$ cat config.mk
export PLATFORM = sky130hd
export DESIGN_NAME = deque_engine
export DESIGN_NICKNAME = d
export VERILOG_FILES = /design/src/rtl/deque_engine.sv
export SDC_FILE = /design/constraint.sdc
export NUM_CORES = 1
export LEC_CHECK = 0
export ABC_AREA = 1
export CORE_MARGIN = 1.5
export CORE_UTILIZATION = 55
export DETAILED_ROUTE_END_ITERATION = 10
export GPL_ROUTABILITY_DRIVEN = 0
export PLACE_DENSITY = 0.76
export SLEW_MARGIN = 20
export SYNTH_ARGS = -nofsm -noshare
export SYNTH_HDL_FRONTEND = slang
export SYNTH_SLANG_ARGS = --single-unit
$ cat constraint.sdc
create_clock -name clk -period 3.05 [get_ports clk]
set_clock_uncertainty 0.05 [all_clocks]
set_input_delay 0.305 -clock clk [delete_from_list [all_inputs] [get_ports clk]]
set_output_delay 0.305 -clock clk [all_outputs]
set_load 0.05 [all_outputs]
$ cat src/rtl/deque_engine.sv
// Parametrised double-ended queue over a circular buffer, driven by a 3-bit opcode strobe.
// Both end values are exposed continuously; rejected ops raise a one-cycle err pulse.
module deque_engine #(
  parameter int WIDTH = 8,
  parameter int DEPTH = 8,
  parameter int CW    = $clog2(DEPTH + 1)
) (
  input  logic             clk,
  input  logic             rst,
  input  logic [WIDTH-1:0] in,
  input  logic [2:0]       op,
  input  logic             apply,
  output logic [WIDTH-1:0] head,
  output logic [WIDTH-1:0] tail,
  output logic             empty,
  output logic             full,
  output logic             valid,
  output logic [CW-1:0]    count,
  output logic             err
);
  localparam int AW = $clog2(DEPTH);

  localparam logic [2:0] OP_NOP     = 3'b000;
  localparam logic [2:0] OP_CLEAR   = 3'b001;
  localparam logic [2:0] OP_PUSH_HD = 3'b010;
  localparam logic [2:0] OP_POP_HD  = 3'b011;
  localparam logic [2:0] OP_POP_TL  = 3'b100;
  localparam logic [2:0] OP_PUSH_TL = 3'b101;
  localparam logic [2:0] OP_REPL_TL = 3'b110;
  localparam logic [2:0] OP_ROTATE  = 3'b111;

  logic [WIDTH-1:0] mem [DEPTH];

  logic [AW-1:0]    hd_q, hd_d, tl_q, tl_d;
  logic [CW-1:0]    count_q, count_d;
  logic             err_q, err_d;
  logic             we;
  logic [AW-1:0]    waddr;
  logic [WIDTH-1:0] wdata;
  logic [AW-1:0]    hd_m1, tl_m1;
  logic             is_empty, is_full;

  assign hd_m1    = hd_q - AW'(1);
  assign tl_m1    = tl_q - AW'(1);
  assign is_empty = (count_q == '0);
  assign is_full  = (count_q == CW'(DEPTH));

  // Single write port: every op that touches storage writes exactly one entry.
  always_comb begin
    hd_d    = hd_q;
    tl_d    = tl_q;
    count_d = count_q;
    err_d   = 1'b0;
    we      = 1'b0;
    waddr   = tl_q;
    wdata   = in;
    if (apply) begin
      case (op)
        OP_NOP: ;
        OP_CLEAR: begin
          hd_d    = '0;
          tl_d    = '0;
          count_d = '0;
        end
        OP_PUSH_HD: begin
          if (is_full) err_d = 1'b1;
          else begin
            hd_d    = hd_m1;
            we      = 1'b1;
            waddr   = hd_m1;
            count_d = count_q + CW'(1);
          end
        end
        OP_POP_HD: begin
          if (is_empty) err_d = 1'b1;
          else begin
            hd_d    = hd_q + AW'(1);
            count_d = count_q - CW'(1);
          end
        end
        OP_POP_TL: begin
          if (is_empty) err_d = 1'b1;
          else begin
            tl_d    = tl_m1;
            count_d = count_q - CW'(1);
          end
        end
        OP_PUSH_TL: begin
          if (is_full) err_d = 1'b1;
          else begin
            tl_d    = tl_q + AW'(1);
            we      = 1'b1;
            waddr   = tl_q;
            count_d = count_q + CW'(1);
          end
        end
        OP_REPL_TL: begin
          if (is_empty) err_d = 1'b1;
          else begin
            we    = 1'b1;
            waddr = tl_m1;
          end
        end
        OP_ROTATE: begin
          // When full hd-1 == tl-1, so this rewrites the same value: pure pointer rotation.
          if (is_empty) err_d = 1'b1;
          else begin
            we    = 1'b1;
            waddr = hd_m1;
            wdata = mem[tl_m1];
            hd_d  = hd_m1;
            tl_d  = tl_m1;
          end
        end
        default: ;
      endcase
    end
  end

  always_ff @(posedge clk) begin
    if (rst) begin
      hd_q    <= '0;
      tl_q    <= '0;
      count_q <= '0;
      err_q   <= 1'b0;
    end else begin
      hd_q    <= hd_d;
      tl_q    <= tl_d;
      count_q <= count_d;
      err_q   <= err_d;
    end
  end

  // Storage is not reset, but a write coinciding with reset is suppressed.
  always_ff @(posedge clk) begin
    if (we && !rst) mem[waddr] <= wdata;
  end

  assign head  = is_empty ? '0 : mem[hd_q];
  assign tail  = is_empty ? '0 : mem[tl_m1];
  assign empty = is_empty;
  assign full  = is_full;
  assign valid = !is_empty;
  assign count = count_q;
  assign err   = err_q;
endmodule

Word level (Yosys, flattened, before mapping):

Memory sizes are Yosys's and may differ from the RTL's. A register that Yosys moved wholly into a read port is not among the register bits.
Index checks and enable logic that the tools add are counted.
W data, S select, Z words.

* bits in registers: 11
* RAM bits: 64
* input port bits: 14
* output and inout port bits: 24
* word-level logic and storage cells: 72
* memories kept: 1

Memories
* mem: depth 8, width 8, read ports 2, clocked after Yosys merged registers in 1, write ports 1, line 32 `logic [WIDTH-1:0] mem [DEPTH];`

* $add $sub $neg: 6
* equality and inequality tests: 14
* muxes and demuxes: 30
* bitwise operators: 1
* reductions and logical operators: 16

Operators with widths (count)
* $mux W8: 5
* $mux W3: 10
* $pmux W3 S3: 2
* $eq A3 B3 Y1 const B: 4
* $ne A2 B2 Y1 const B: 6
* $pmux W3 S4: 1
* $pmux W4 S3: 1
* $reduce_or A2 Y1: 5
* $mux W4: 2
* $mux W1: 7
* $add A3 B1 Y3 const B: 2
* $eq A3 B2 Y1 const B: 2
* $reduce_bool A3 Y1: 2
* $sub A3 B1 Y3 const B: 2
* $reduce_and A5 Y1: 1
* $add A4 B1 Y4 const B: 1
* $eq A4 B4 Y1 const B: 1
* $logic_not A4 Y1: 1
* $pmux W1 S2: 2
* $reduce_and A4 Y1: 1
* $reduce_bool A4 Y1: 1
* $reduce_or A4 Y1: 1
* $sub A4 B1 Y4 const B: 1
* $eq A3 B1 Y1 const B: 1
* 4 further kinds: 5

Longest topological paths before layout:

* depth after elaboration: 7
* depth in mapped cells: 15
* gate-level depth less buffers: 15

Least setup slack after synthesis:

OpenSTA, ideal clock, no wires.

* kind: register to output
* start: register count_q[0] (netlist: count[0])
* end: output head[0]
* data arrival time: 2.612 ns
* data required time: 2.695 ns
* path slack: 0.083 ns
* stages on the path, launching flop included: 6
* buffers on the path: 1
* cells stage by stage: dfxtp_1 > nor2_4 > nand2_4 > clkbuf_1 > o21ai_0 > a31oi_1

* cells in the longest elaborated chain, start to end: 2

RTL lines
* start, declared: line 35 `logic [CW-1:0] count_q, count_d;`
* start signal, assigned: line 129 `count_q <= count_d;`
* $logic_not A4 Y1: line 45 `assign is_empty = (count_q == '0);`
* $mux W8: line 139 `assign head = is_empty ? '0 : mem[hd_q];`
* end, declared: line 13 `output logic [WIDTH-1:0] head,`

No other way between the ends.

Final worst setup path:

* start: register tl_q[1]
* end: output tail[1]

* cells in the longest elaborated chain, start to end: 3

RTL lines
* start, declared: line 34 `logic [AW-1:0] hd_q, hd_d, tl_q, tl_d;`
* start signal, assigned: line 128 `tl_q <= tl_d;`
* $sub A3 B1 Y3: line 44 `assign tl_m1 = tl_q - AW'(1);`
* $mem_v2 Z8 W8
* $mux W8: line 140 `assign tail = is_empty ? '0 : mem[tl_m1];`
* end, declared: line 14 `output logic [WIDTH-1:0] tail,`

No other way between the ends.

==> metrics.md <==
| Metric | Value |
|---|---|
| Status | `complete, no violations` |
| YS warnings | `0` |
| Cell taking the most area after synthesis | `edfxtp_1` |
| CP Capture Type | `output port` |
| Critical path endpoint | `tail[1]` |
| IO buf count | `37` |
| CTS Buffer Depth | `2` |
| Leak pwr | `between 0.002 and 0.0025 uW` |
| Antenna Violating Nets Remaining | `0` |
| Layout area overhead | `18.94%` |
| CP Cell Sequence | `inv_1, ha_1, inv_1, buf_4, o21ai_0, o211ai_1, nand2_1, nor2_1, buf_12` |
| Starting Density | `0.5677` |
| Routed length per instance | `17.51 microns` |
| Max-cap violations | `0` |
| DRC | `0` |
| Clock sinks | `78` |
| Max_slew headroom | `0.4072` |
| Worst-Skew Late Latency | `360 ps` |
| HP Start | `hd_q[1]` |
| Area after DPL | `around 5000 sq um` |
| Register-to-register setup slack | `about 320 ps` |
| Most used cell, CP | `inv_1` |
| Final Cycle Share | `0.9521` |
| Root buffer cell | `clkbuf_8` |
| Top post-synthesis cells by count | `o21ai_0, nand2_1, edfxtp_1` |
| Diode count | `0` |
| Seq cells post-synth | `78` |
| WL final | `11,840 microns` |
| Post-synth EDFFs | `64` |
| Main flop type after synthesis | `edfxtp_1` |
| Final nets | `592` |
| Largest net degree at the start of global routing | `52` |
| F_max | `0.3444 GHz` |
| First-pass GRT wire length | `19,210 microns` |
| Critical path arrival | `2550 ps` |
| Slowest CP cell | `dfxtp_1` |
| Overall global routing resource usage | `0.2945` |
| Cts hold-fix bufs | `0` |
| FFs w/ async S/R, synth | `0` |
| Reg-to-Reg Start | `tl_q[1]` |
| Hpwl dp | `8352 microns` |
| Mapped cell area | `between 4000 and 5000 sq um` |
| Number of cells upsized or downsized after cts | `0` |
| Remaining global-route overflow | `0` |
| Pre-antenna DRT Iters | `5` |
| H-Tree Depth | `3` |
| RSZ-0062 raised after global routing | `false` |
| Most area-consuming cells after synthesis | `edfxtp_1, o21ai_0, nand2_1, dfxtp_1, a21oi_1` |
| Initial antenna violation count | `0` |
| Worst setup path start | `tl_q[1]` |
| Pin slew with the least headroom to its limit | `879.8 ps` |
| Power per cell area | `552.3 nW/um^2` |
| Mapped Cells | `523` |
| Mean Syn Cell Area | `8.388 sq um` |
| Final Core Density | `0.6752` |
| Clock period minus worst slack | `~2900 ps` |
| Final Hold Fails | `0` |
| Max incr delay on CP | `370 ps` |
| Worst Hold Class | `flop to flop` |
| Sequential area share after synthesis | `0.5020` |
| VDD IR max | `roughly 0.33 mV` |
| Crit-path max FO | `13` |
| Die width | `slightly above 90 microns` |
| Vias in the first global route | `3,833` |
| IO Count | `38` |
| Die area | `8520 sq um` |
| CTS buffer count | `9` |
| Synthesized Nets | `546` |
| Cell count of the worst reg-to-reg path | `8` |
| Crit Path Category | `flop to output port` |
| Layout cells sized above 1 | `0.1359` |
| FF-to-FF End | `mem[2][2]` |
| DR vias | `4,011` |
| Setup_tns | `0 ps` |
| CTS tree | `done` |
| DR vias/cell | `5.933` |
| CP Data Required Time | `between 2000 and 3000 ps` |
| DR iter-0 viols | `~380` |
| Total setup buffers inserted after CTS | `0` |
| Final Cell Area | `5218 sq um` |
| Core Footprint | `~7700 sq um` |
| Pins over their slew limit | `0` |
| Post-synth cell types | `30` |
| Finish-stage setup viols | `0` |
| Critical Path Start Type | `flop` |
| Top-area cell type share of the netlist area | `0.4381` |
| Cell with the most instances after synthesis | `o21ai_0` |
| FP Rows | `32` |
| Vert. Die Dim | `between 90 and 100 microns` |
| Total chip power | `2882 uW` |
| Fill cell count | `625` |
| Clock Pin Slew Worst Setup and Hold Paths | `80 ps` |
[routing by layer]
metal	wire, microns	global-route usage	up-vias	part of all wire
met3	1143	0.06240	23	0.097
met5	0	0	-	0
met1	5081	0.4105	1885	0.43
met2	5400	0.4602	199	0.46
li1	-	-	1904	-
met4	213	0.09487	0	0.018
[registers in the layout, indices dropped and copies added (netlist names), named ones only]
register and count:
tl_q 3, mem 64, hd_q 3, count 4
err 1
[stage by stage]
step	std cells	setup WS, ps	hold WS, ps
2_1_floorplan	523	83.38	327.4
3_3_place_gp	660	451.7	441.2
3_5_place_dp	660	414.2	445.4
4_1_cts	676	181.4	458.5
5_1_grt	676	40.39	488.9
6_report	676	146.0	460.3
[layout make-up]
type | instances | area, sq um | share of cell area
inverter | 60 | 225.2 | 0.04317
tap | 102 | 127.6 | 0.02446
clock inverter | 5 | 58.81 | 0.01127
multi-input combinational | 361 | 1864 | 0.3573
sequential | 78 | 2202 | 0.4221
timing repair buffer | 59 | 608.1 | 0.1165
clock buffer | 11 | 131.4 | 0.02518
[report_power, final]
group          switching, uW  internal (uW)
Clock                    402            381
Combinational            598            305
Sequential              23.0           1170
[cells by family (layout without fill, tap and decap cells)]
kind of cell               after synthesis  after routing  share of synthesized area
DFF                                     78             78                     0.5020
buffers and inverters                   84            135                    0.07302
xor gates and xnor gates                 2              2                   0.003994
AOI/OAI and AO/OA                      177            177                     0.2191
and+or+nand+nor                        173            173                     0.1746
adders and majority gates                9              9                    0.02738
[placed cells by master, fill, tap and decap left out, types with 2 or more instances in the layout]
cell type        netlist  final
nand3_2                2      2
clkdlybuf4s50_1        0     21
edfxtp_1              64     64
nand2_2                3      3
nand3_1               32     32
a31oi_1                8      8
clkbuf_1              18      2
dfxtp_1               14     14
nor2_1                50     50
clkinvlp_4             0      2
nand2_1               78     78
ha_1                   8      8
a21oi_1               55     55
inv_2                 12     12
xnor2_1                2      2
o21a_1                 2      2
o211ai_1              15     15
nor2_4                 4      4
buf_4                  0     29
o21ai_0               82     82
buf_12                 0      9
clkbuf_8               0      9
o21ai_1               11     11
inv_1                 48     48
[how the worst min path moves through the flow]
stage                     to  slack [ps]  depth (start not counted)
finish               hd_q[1]         460                          2
detailed placement      flop         450                          2
global placement     hd_q[1]         440                          2
CTS                  hd_q[1]         460                          2
global route            flop         490                          2
floorplan           count[1]         330                          1
[worst max-delay path, delay by kind of cell, from the launching register on]
| kind | cells | cell delay [ps] |
|---|---|---|
| simple gates | 2 | 370 |
| flops | 1 | 370 |
| fa+ha+maj | 1 | 320 |
| compound gates | 2 | 290 |
| buf+inv | 4 | 840 |
(Power assumes the default switching activity.)
